## src/rtl/instr_encoder_if.sv

```systemverilog
// Request/response bundle for instr_encoder: valid/ready request side carrying the
// instruction fields, valid/ready response side carrying the packed word.
interface instr_encoder_if;
    logic        in_valid;
    logic        in_ready;
    logic [6:0]  in_opc;
    logic        in_li;
    logic [4:0]  in_rd;
    logic [4:0]  in_rs1;
    logic [4:0]  in_rs2;
    logic [2:0]  in_funct3;
    logic [6:0]  in_funct7;
    logic [31:0] in_imm;
    logic        out_valid;
    logic        out_ready;
    logic [31:0] out_instr;
    logic        out_last;
    logic        out_err;

    modport master (
        output in_valid, in_opc, in_li, in_rd, in_rs1, in_rs2, in_funct3, in_funct7, in_imm,
        output out_ready,
        input  in_ready, out_valid, out_instr, out_last, out_err
    );

    modport slave (
        input  in_valid, in_opc, in_li, in_rd, in_rs1, in_rs2, in_funct3, in_funct7, in_imm,
        input  out_ready,
        output in_ready, out_valid, out_instr, out_last, out_err
    );
endinterface

```

## src/rtl/instr_encoder.sv

```systemverilog
// RV32I instruction encoder: packs fields and a full-width immediate into a registered
// instruction word, flags out-of-range immediates and expands li into LUI+ADDI.
//
// state     | meaning
// ST_IDLE   | accepting requests; output register holds at most one word
// ST_PEND   | LUI of a two-word li is presented, ADDI waits for its handshake
module instr_encoder (
    input  logic           clk,
    input  logic           rst_n,
    instr_encoder_if.slave bus
);
    localparam logic [6:0] OPC_R_TYPE = 7'b0110011;
    localparam logic [6:0] OPC_I_TYPE = 7'b0010011;
    localparam logic [6:0] OPC_LOAD   = 7'b0000011;
    localparam logic [6:0] OPC_JALR   = 7'b1100111;
    localparam logic [6:0] OPC_STORE  = 7'b0100011;
    localparam logic [6:0] OPC_BRANCH = 7'b1100011;
    localparam logic [6:0] OPC_LUI    = 7'b0110111;
    localparam logic [6:0] OPC_AUIPC  = 7'b0010111;
    localparam logic [6:0] OPC_JAL    = 7'b1101111;

    localparam logic [0:0] ST_IDLE = 1'b0;
    localparam logic [0:0] ST_PEND = 1'b1;

    logic [0:0]  state_q;
    logic        out_valid_q;
    logic [31:0] out_instr_q;
    logic        out_last_q;
    logic        out_err_q;
    logic [4:0]  li_rd_q;
    logic [11:0] li_lo_q;

    logic [31:0] imm;
    logic [6:0]  opc;
    logic [4:0]  rd;
    logic [4:0]  rs1;
    logic [4:0]  rs2;
    logic [2:0]  f3;
    logic [6:0]  f7;
    logic        fits_i;
    logic        fits_b;
    logic        fits_j;
    logic        is_shift;
    logic [19:0] lui_hi;

    logic [31:0] first_word;
    logic        first_err;
    logic        first_last;
    logic        need_addi;
    logic        accept;
    logic        out_fire;

    assign imm = bus.in_imm;
    assign opc = bus.in_opc;
    assign rd  = bus.in_rd;
    assign rs1 = bus.in_rs1;
    assign rs2 = bus.in_rs2;
    assign f3  = bus.in_funct3;
    assign f7  = bus.in_funct7;

    // Sign-extension checks: every bit above the field's sign bit equals that sign bit.
    assign fits_i   = (imm[31:11] == '0) || (imm[31:11] == '1);
    assign fits_b   = (imm[31:12] == '0) || (imm[31:12] == '1);
    assign fits_j   = (imm[31:20] == '0) || (imm[31:20] == '1);
    assign is_shift = (f3 == 3'b001) || (f3 == 3'b101);

    // Rounding the upper part compensates for ADDI sign-extending its low 12 bits.
    assign lui_hi = imm[31:12] + {19'd0, imm[11]};

    always_comb begin
        first_word = '0;
        first_err  = 1'b0;
        first_last = 1'b1;
        need_addi  = 1'b0;
        if (bus.in_li) begin
            if (fits_i) begin
                first_word = {imm[11:0], 5'd0, 3'b000, rd, OPC_I_TYPE};
            end else begin
                first_word = {lui_hi, rd, OPC_LUI};
                need_addi  = |imm[11:0];
                first_last = ~(|imm[11:0]);
            end
        end else begin
            case (opc)
                OPC_R_TYPE: begin
                    first_word = {f7, rs2, rs1, f3, rd, opc};
                end
                OPC_I_TYPE: begin
                    if (is_shift) begin
                        first_word = {f7, imm[4:0], rs1, f3, rd, opc};
                        first_err  = |imm[31:5];
                    end else begin
                        first_word = {imm[11:0], rs1, f3, rd, opc};
                        first_err  = ~fits_i;
                    end
                end
                OPC_LOAD, OPC_JALR: begin
                    first_word = {imm[11:0], rs1, f3, rd, opc};
                    first_err  = ~fits_i;
                end
                OPC_STORE: begin
                    first_word = {imm[11:5], rs2, rs1, f3, imm[4:0], opc};
                    first_err  = ~fits_i;
                end
                OPC_BRANCH: begin
                    first_word = {imm[12], imm[10:5], rs2, rs1, f3, imm[4:1], imm[11], opc};
                    first_err  = ~fits_b | imm[0];
                end
                OPC_LUI, OPC_AUIPC: begin
                    first_word = {imm[31:12], rd, opc};
                    first_err  = |imm[11:0];
                end
                OPC_JAL: begin
                    first_word = {imm[20], imm[10:1], imm[11], imm[19:12], rd, opc};
                    first_err  = ~fits_j | imm[0];
                end
                default: begin
                    first_word = '0;
                    first_err  = 1'b1;
                end
            endcase
        end
    end

    assign bus.in_ready  = (state_q == ST_IDLE) && (!out_valid_q || bus.out_ready);
    assign accept        = bus.in_valid && bus.in_ready;
    assign out_fire      = out_valid_q && bus.out_ready;

    assign bus.out_valid = out_valid_q;
    assign bus.out_instr = out_instr_q;
    assign bus.out_last  = out_last_q;
    assign bus.out_err   = out_err_q;

    always_ff @(posedge clk or negedge rst_n) begin
        if (!rst_n) begin
            state_q     <= ST_IDLE;
            out_valid_q <= 1'b0;
            out_instr_q <= '0;
            out_last_q  <= 1'b0;
            out_err_q   <= 1'b0;
            li_rd_q     <= '0;
            li_lo_q     <= '0;
        end else if (state_q == ST_PEND) begin
            if (out_fire) begin
                out_instr_q <= {li_lo_q, li_rd_q, 3'b000, li_rd_q, OPC_I_TYPE};
                out_last_q  <= 1'b1;
                out_err_q   <= 1'b0;
                state_q     <= ST_IDLE;
            end
        end else begin
            if (accept) begin
                out_valid_q <= 1'b1;
                out_instr_q <= first_word;
                out_last_q  <= first_last;
                out_err_q   <= first_err;
                if (need_addi) begin
                    li_rd_q <= rd;
                    li_lo_q <= imm[11:0];
                    state_q <= ST_PEND;
                end
            end else if (out_fire) begin
                out_valid_q <= 1'b0;
            end
        end
    end
endmodule

```

## src/flat_wrapper.sv

```systemverilog
// flat-port wrapper written by rule: the top's interface ports become plain ports
module instr_encoder_flat 
  (clk, rst_n, bus_in_valid, bus_in_opc, bus_in_li, bus_in_rd, bus_in_rs1, bus_in_rs2, bus_in_funct3, bus_in_funct7, bus_in_imm, bus_out_ready, bus_in_ready, bus_out_valid, bus_out_instr, bus_out_last, bus_out_err);
  instr_encoder_if bus_i ();
  input  logic clk;
  input  logic rst_n;
  input wire logic [$bits(bus_i.in_valid)-1:0] bus_in_valid;
  input wire logic [$bits(bus_i.in_opc)-1:0] bus_in_opc;
  input wire logic [$bits(bus_i.in_li)-1:0] bus_in_li;
  input wire logic [$bits(bus_i.in_rd)-1:0] bus_in_rd;
  input wire logic [$bits(bus_i.in_rs1)-1:0] bus_in_rs1;
  input wire logic [$bits(bus_i.in_rs2)-1:0] bus_in_rs2;
  input wire logic [$bits(bus_i.in_funct3)-1:0] bus_in_funct3;
  input wire logic [$bits(bus_i.in_funct7)-1:0] bus_in_funct7;
  input wire logic [$bits(bus_i.in_imm)-1:0] bus_in_imm;
  input wire logic [$bits(bus_i.out_ready)-1:0] bus_out_ready;
  output wire logic [$bits(bus_i.in_ready)-1:0] bus_in_ready;
  output wire logic [$bits(bus_i.out_valid)-1:0] bus_out_valid;
  output wire logic [$bits(bus_i.out_instr)-1:0] bus_out_instr;
  output wire logic [$bits(bus_i.out_last)-1:0] bus_out_last;
  output wire logic [$bits(bus_i.out_err)-1:0] bus_out_err;
  assign bus_i.in_valid = bus_in_valid;
  assign bus_i.in_opc = bus_in_opc;
  assign bus_i.in_li = bus_in_li;
  assign bus_i.in_rd = bus_in_rd;
  assign bus_i.in_rs1 = bus_in_rs1;
  assign bus_i.in_rs2 = bus_in_rs2;
  assign bus_i.in_funct3 = bus_in_funct3;
  assign bus_i.in_funct7 = bus_in_funct7;
  assign bus_i.in_imm = bus_in_imm;
  assign bus_i.out_ready = bus_out_ready;
  assign bus_in_ready = bus_i.in_ready;
  assign bus_out_valid = bus_i.out_valid;
  assign bus_out_instr = bus_i.out_instr;
  assign bus_out_last = bus_i.out_last;
  assign bus_out_err = bus_i.out_err;
  instr_encoder u_core (.clk(clk), .rst_n(rst_n), .bus(bus_i));
endmodule
```

## config.mk

```make
export PLATFORM = sky130hd
export DESIGN_NAME = instr_encoder_flat
export DESIGN_NICKNAME = d
export VERILOG_FILES = /design/src/rtl/instr_encoder_if.sv /design/src/rtl/instr_encoder.sv /design/src/flat_wrapper.sv
export SDC_FILE = /design/constraint.sdc
export NUM_CORES = 1
export LEC_CHECK = 0
export CORE_MARGIN = 2
export CORE_UTILIZATION = 42
export CTS_CLUSTER_DIAMETER = 100
export DETAILED_ROUTE_END_ITERATION = 6
export GPL_TIMING_DRIVEN = 0
export PLACE_DENSITY = 0.72
export SLEW_MARGIN = 15
export SYNTH_ARGS = -nofsm -noshare
export SYNTH_HDL_FRONTEND = slang
export SYNTH_SLANG_ARGS = --single-unit
```

## constraint.sdc

```tcl
create_clock -name clk -period 3.45 [get_ports clk]
set_clock_uncertainty 0.1 [all_clocks]
set_input_delay 0.5175 -clock clk [delete_from_list [all_inputs] [get_ports clk]]
set_output_delay 0.5175 -clock clk [all_outputs]
set_load 0.02 [all_outputs]
```

==> impl_metrics.prom, run 1 <==
# TYPE chip_impl_metric gauge
chip_impl_info{name="result_of_the_run",value="complete, no violations"} 1
chip_impl_metric{name="seq_power_share",unit="%"} 36.0
chip_impl_metric{name="grt_util_all_layers",unit="%"} 26.7
chip_impl_metric{name="die_w",unit="um"} 98.5
chip_impl_metric{name="post_synth.cell_area_avg",unit="um2"} 9.00
chip_impl_metric{name="power.density",unit="mW/mm2"} 612
chip_impl_metric{name="ys_ff_latch",unit=""} 53
chip_impl_info{name="clock-root-buffer",value="sky130_fd_sc_hd__clkbuf_8"} 1
chip_impl_metric{name="yosysUniqueCellTypes",unit=""} 62
chip_impl_metric{name="post_route_setup_tns",unit="ps"} 0
chip_impl_metric{name="worst-endpoint-required",unit="ps"} 3530
chip_impl_info{name="grt_setup_unrepaired",value="no"} 1
chip_impl_metric{name="postCtsHoldBufs",unit=""} 0
chip_impl_metric{name="num_antenna_cells",unit=""} 0
chip_impl_info{name="netlist.top_cell.by_area",value="sky130_fd_sc_hd__dfrtp_1"} 1
chip_impl_metric{name="post-route-drc-count",unit=""} 0
chip_impl_metric{name="dp_hpwl",unit="um"} 10000
chip_impl_metric{name="total_leakage_power",unit="nW"} 1.88
chip_impl_metric{name="cts_made_buffers",unit=""} 5
chip_impl_info{name="setup.worst_path.start_class",value="primary input"} 1
chip_impl_metric{name="synth_enable_flop_cells",unit=""} 0
chip_impl_info{name="ys_top_cells_by_count",value="sky130_fd_sc_hd__dfrtp_1 (53), sky130_fd_sc_hd__nand2_1 (31), sky130_fd_sc_hd__nor2_1 (31), sky130_fd_sc_hd__o21ai_0 (31), sky130_fd_sc_hd__nand3_1 (20)"} 1
chip_impl_metric{name="wire_per_inst",unit="um"} 21.0
chip_impl_metric{name="synth_async_sr_flop_share",unit="%"} 100
chip_impl_info{name="timing.rr.start",value="u_core.state_q"} 1
chip_impl_metric{name="synth.net_count",unit=""} 489
chip_impl_metric{name="grt_antenna_before_repair",unit=""} 0
chip_impl_metric{name="number_of_warnings_printed_during_yosys_synthesis",unit=""} 0
chip_impl_metric{name="worst_r2r_path_depth",unit=""} 6
chip_impl_metric{name="timing.slew.headroom",unit="%"} 50.7
chip_impl_metric{name="worst_slew_pin_slew",unit="ps"} 740
chip_impl_metric{name="clkSinkCount",unit=""} 53
chip_impl_metric{name="grt_pass1_vias",unit=""} 3710
chip_impl_metric{name="initial_utilization",unit="%"} 43.3
chip_impl_metric{name="finalHoldWorstSlack",unit="ps"} 154
chip_impl_metric{name="synthDominantCellAreaShare",unit="%"} 35.3
chip_impl_metric{name="critical_path.max_fanout",unit=""} 10
chip_impl_metric{name="grtUsageMet3",unit="%"} 3.62
chip_impl_metric{name="power_frac_comb",unit="%"} 52.0
chip_impl_metric{name="die_area",unit="mm2"} 0.00971
chip_impl_metric{name="area_growth",unit="%"} 31.4
chip_impl_metric{name="post-cts-setup-buffers",unit=""} 0
chip_impl_metric{name="clock.fmax",unit="MHz"} 340
chip_impl_metric{name="wl",unit="um"} 13200
chip_impl_info{name="synth_flop_cell",value="sky130_fd_sc_hd__dfrtp_1"} 1
chip_impl_metric{name="core_area",unit="mm2"} 0.00868
chip_impl_info{name="grt.busiest_layer",value="met2"} 1
chip_impl_info{name="worst_setup_path_end_kind",value="flop"} 1
chip_impl_metric{name="post_route_cells_drive_above_1_share",unit="%"} 8.83
chip_impl_metric{name="post_cts_resize_count",unit=""} 0
chip_impl_metric{name="grt_first_pass_wirelength",unit="um"} 20600
chip_impl_metric{name="drtPass1Iterations",unit=""} 7
chip_impl_metric{name="finish.net_count",unit=""} 592
chip_impl_metric{name="layout_min_cycle_time",unit="ps"} 2940
chip_impl_info{name="cts_tree",value="done"} 1
chip_impl_metric{name="routability_congestion",unit=""} 0.917
chip_impl_metric{name="chipHeight",unit="um"} 98.5
chip_impl_metric{name="route.antenna.remaining_nets",unit=""} 0
chip_impl_metric{name="cell_count_after_synthesis",unit=""} 417
chip_impl_metric{name="power_switching_share",unit="%"} 39.9
chip_impl_metric{name="met1_grt_util",unit="%"} 39.3
chip_impl_metric{name="timing.final.setup_violations",unit=""} 0
chip_impl_metric{name="groute.layer.met2.usage",unit="%"} 41.8
chip_impl_metric{name="portBuffers",unit=""} 96
chip_impl_metric{name="viasPerCell",unit=""} 6.34
chip_impl_metric{name="i_o_pin_count",unit=""} 105
chip_impl_info{name="post-synth-top-count-cell",value="sky130_fd_sc_hd__dfrtp_1"} 1
chip_impl_info{name="synthTopCellsByArea",value="sky130_fd_sc_hd__dfrtp_1 (35%), sky130_fd_sc_hd__o21ai_0 (4.1%), sky130_fd_sc_hd__mux2_4 (3.2%)"} 1
chip_impl_info{name="r2r_end",value="u_core.bus.out_instr[31]"} 1
chip_impl_metric{name="switchingPower",unit="W"} 0.00120
chip_impl_metric{name="nFillCells",unit=""} 839
chip_impl_metric{name="power.clock.fraction",unit="%"} 12.0
chip_impl_metric{name="arrival_time_reported_for_the_critical_path_endpoint",unit="ps"} 3020
chip_impl_metric{name="synth_seq_area_share",unit="%"} 35.3
chip_impl_metric{name="min_period_over_period",unit="%"} 85.2
chip_impl_metric{name="drv_cap",unit=""} 0
chip_impl_metric{name="cellInternalPower",unit="W"} 0.00182
chip_impl_metric{name="synthesis.area",unit="mm2"} 0.00375
chip_impl_metric{name="power.ir.vdd_worst",unit="uV"} 248
chip_impl_metric{name="cts_buffer_depth",unit=""} 2
chip_impl_metric{name="grt_max_degree",unit=""} 54
chip_impl_metric{name="number_of_levels_the_h_tree_was_split_into",unit=""} 2
chip_impl_metric{name="clk_latency",unit="ps"} 300
chip_impl_metric{name="routed-via-count",unit=""} 3987
chip_impl_metric{name="reg2reg_setup_slack",unit="ps"} 970
chip_impl_metric{name="drv_slew",unit=""} 0
chip_impl_info{name="criticalPathCategory",value="primary input to flop"} 1
chip_impl_metric{name="global_route.overflow_total",unit=""} 0
chip_impl_info{name="min_path_type",value="primary input to async pin"} 1
chip_impl_metric{name="first_iter_violations",unit=""} 505
chip_impl_metric{name="placement_rows",unit=""} 34
chip_impl_metric{name="worst_setup_hold_path_clk_slew",unit="ps"} 100
chip_impl_metric{name="finalHoldViolations",unit=""} 0
-- flip-flops by register name, indices dropped and copies added (netlist names) --
| signal | cells |
|---|---|
| u_core.bus.out_err | 1 |
| u_core.bus.out_last | 1 |
| u_core.bus.out_valid | 1 |
| u_core.li_rd_q | 5 |
| u_core.state_q | 1 |
| u_core.li_lo_q | 12 |
| u_core.bus.out_instr | 32 |
-- placed cells by master (no fill, tap or decap), types with 6 or more instances in the layout --
cell / instances
sky130_fd_sc_hd__clkdlybuf4s50_1: 95
sky130_fd_sc_hd__dfrtp_1: 53
sky130_fd_sc_hd__nor2_1: 31
sky130_fd_sc_hd__nand2_1: 31
sky130_fd_sc_hd__o21ai_0: 31
sky130_fd_sc_hd__nand3_1: 20
sky130_fd_sc_hd__clkbuf_1: 19
sky130_fd_sc_hd__a21oi_1: 17
sky130_fd_sc_hd__a22oi_1: 12
sky130_fd_sc_hd__nand3b_1: 11
sky130_fd_sc_hd__nor4_1: 10
sky130_fd_sc_hd__and3_1: 10
sky130_fd_sc_hd__nand4_1: 10
sky130_fd_sc_hd__nor3_1: 9
sky130_fd_sc_hd__xnor2_1: 9
sky130_fd_sc_hd__a222oi_1: 9
sky130_fd_sc_hd__a221oi_1: 9
sky130_fd_sc_hd__mux2_2: 9
sky130_fd_sc_hd__a221o_1: 8
sky130_fd_sc_hd__mux2_4: 8
sky130_fd_sc_hd__buf_2: 7
sky130_fd_sc_hd__xor2_1: 7
sky130_fd_sc_hd__a22o_1: 7
sky130_fd_sc_hd__nor2b_1: 6
-- stage by stage --
stage / util, % / setup WS [ps] / instances / instance area [um2] / power (W)
after floorplan: - / 1090 / 417 / 3750 / 0.00195
after global placement: 55.9 / 80.5 / 621 / 4850 / 0.00263
after detailed placement: 55.9 / 227 / 621 / 4850 / 0.00266
after CTS: 56.8 / 553 / 629 / 4930 / 0.00303
after global routing: 56.8 / 457 / 629 / 4930 / 0.00320
final: 56.8 / 509 / 629 / 4930 / 0.00302
-- per-layer routing --
| layer | vias to the layer above | part of all wire (%) |
|---|---|---|
| met5 | - | 0 |
| met4 | 0 | 1.4 |
| met3 | 16 | 7.6 |
| met2 | 211 | 47 |
| met1 | 1947 | 44 |
| li1 | 1813 | - |
-- how the worst max path moves through the flow --
stage / start / end / slack (ps)
detailed placement: bus_in_imm[11] / u_core.bus.out_instr[24] / 230
global placement: rst_n / u_core.bus.out_instr[26] / 80
floorplan: bus_in_imm[20] / u_core.li_lo_q[11] / 1090
global route: bus_in_imm[11] / u_core.bus.out_instr[24] / 460
CTS: bus_in_imm[11] / u_core.bus.out_instr[24] / 550
finish: bus_in_imm[11] / u_core.bus.out_instr[24] / 510
-- power groups by stage --
stage | registers [W] | clock network, W | logic (W)
2_1_floorplan | 0.00127 | 0 | 0.000673
3_3_place_gp | 0.00108 | 0 | 0.00154
3_5_place_dp | 0.00110 | 0 | 0.00156
4_1_cts | 0.00108 | 0.000369 | 0.00157
5_1_grt | 0.00112 | 0.000393 | 0.00169
6_report | 0.00109 | 0.000362 | 0.00157
-- critical path: stages --
cell	delay, ps
sky130_fd_sc_hd__clkdlybuf4s50_1	720
sky130_fd_sc_hd__ha_1	270
sky130_fd_sc_hd__nand2_1	120
sky130_fd_sc_hd__nor3_1	330
sky130_fd_sc_hd__a22o_4	210
sky130_fd_sc_hd__nor2_2	50
sky130_fd_sc_hd__buf_1	280
sky130_fd_sc_hd__a221oi_1	440
sky130_fd_sc_hd__nor2_1	80
-- final cells by class --
cell class	instances	area, um2	area share [%]
multi-input cells	330	2260	45.7
flip-flops and latches	53	1330	26.9
repair buffers	96	958	19.4
plain buffers	30	156	3.17
well taps	108	135	2.74
clock buffers	6	72.6	1.47
inverters	4	15.0	0.304
clock inverters	2	13.8	0.279
-- cell families (layout without fill, tap and decap cells) --
family	Yosys count	in the layout	share of synthesized area, %
buffers and inverters	34	138	4.57
DFF	53	53	35.3
muxes	19	19	6.43
xor gates and xnor gates	16	16	3.73
adders and majority gates	3	3	1.00
and+or+nand+nor	164	164	24.0
AOI/OAI and AO/OA	128	128	24.9
No activity file was read; power rests on OpenSTA's default activity.
==> run 2: changes to the inputs <==
CAP_MARGIN = 20   (was unset)
HOLD_SLACK_MARGIN = 0.1   (was unset)
==> results of run 2 <==
Same layout as run 1: the final DEF is identical, and so are final timing and power.
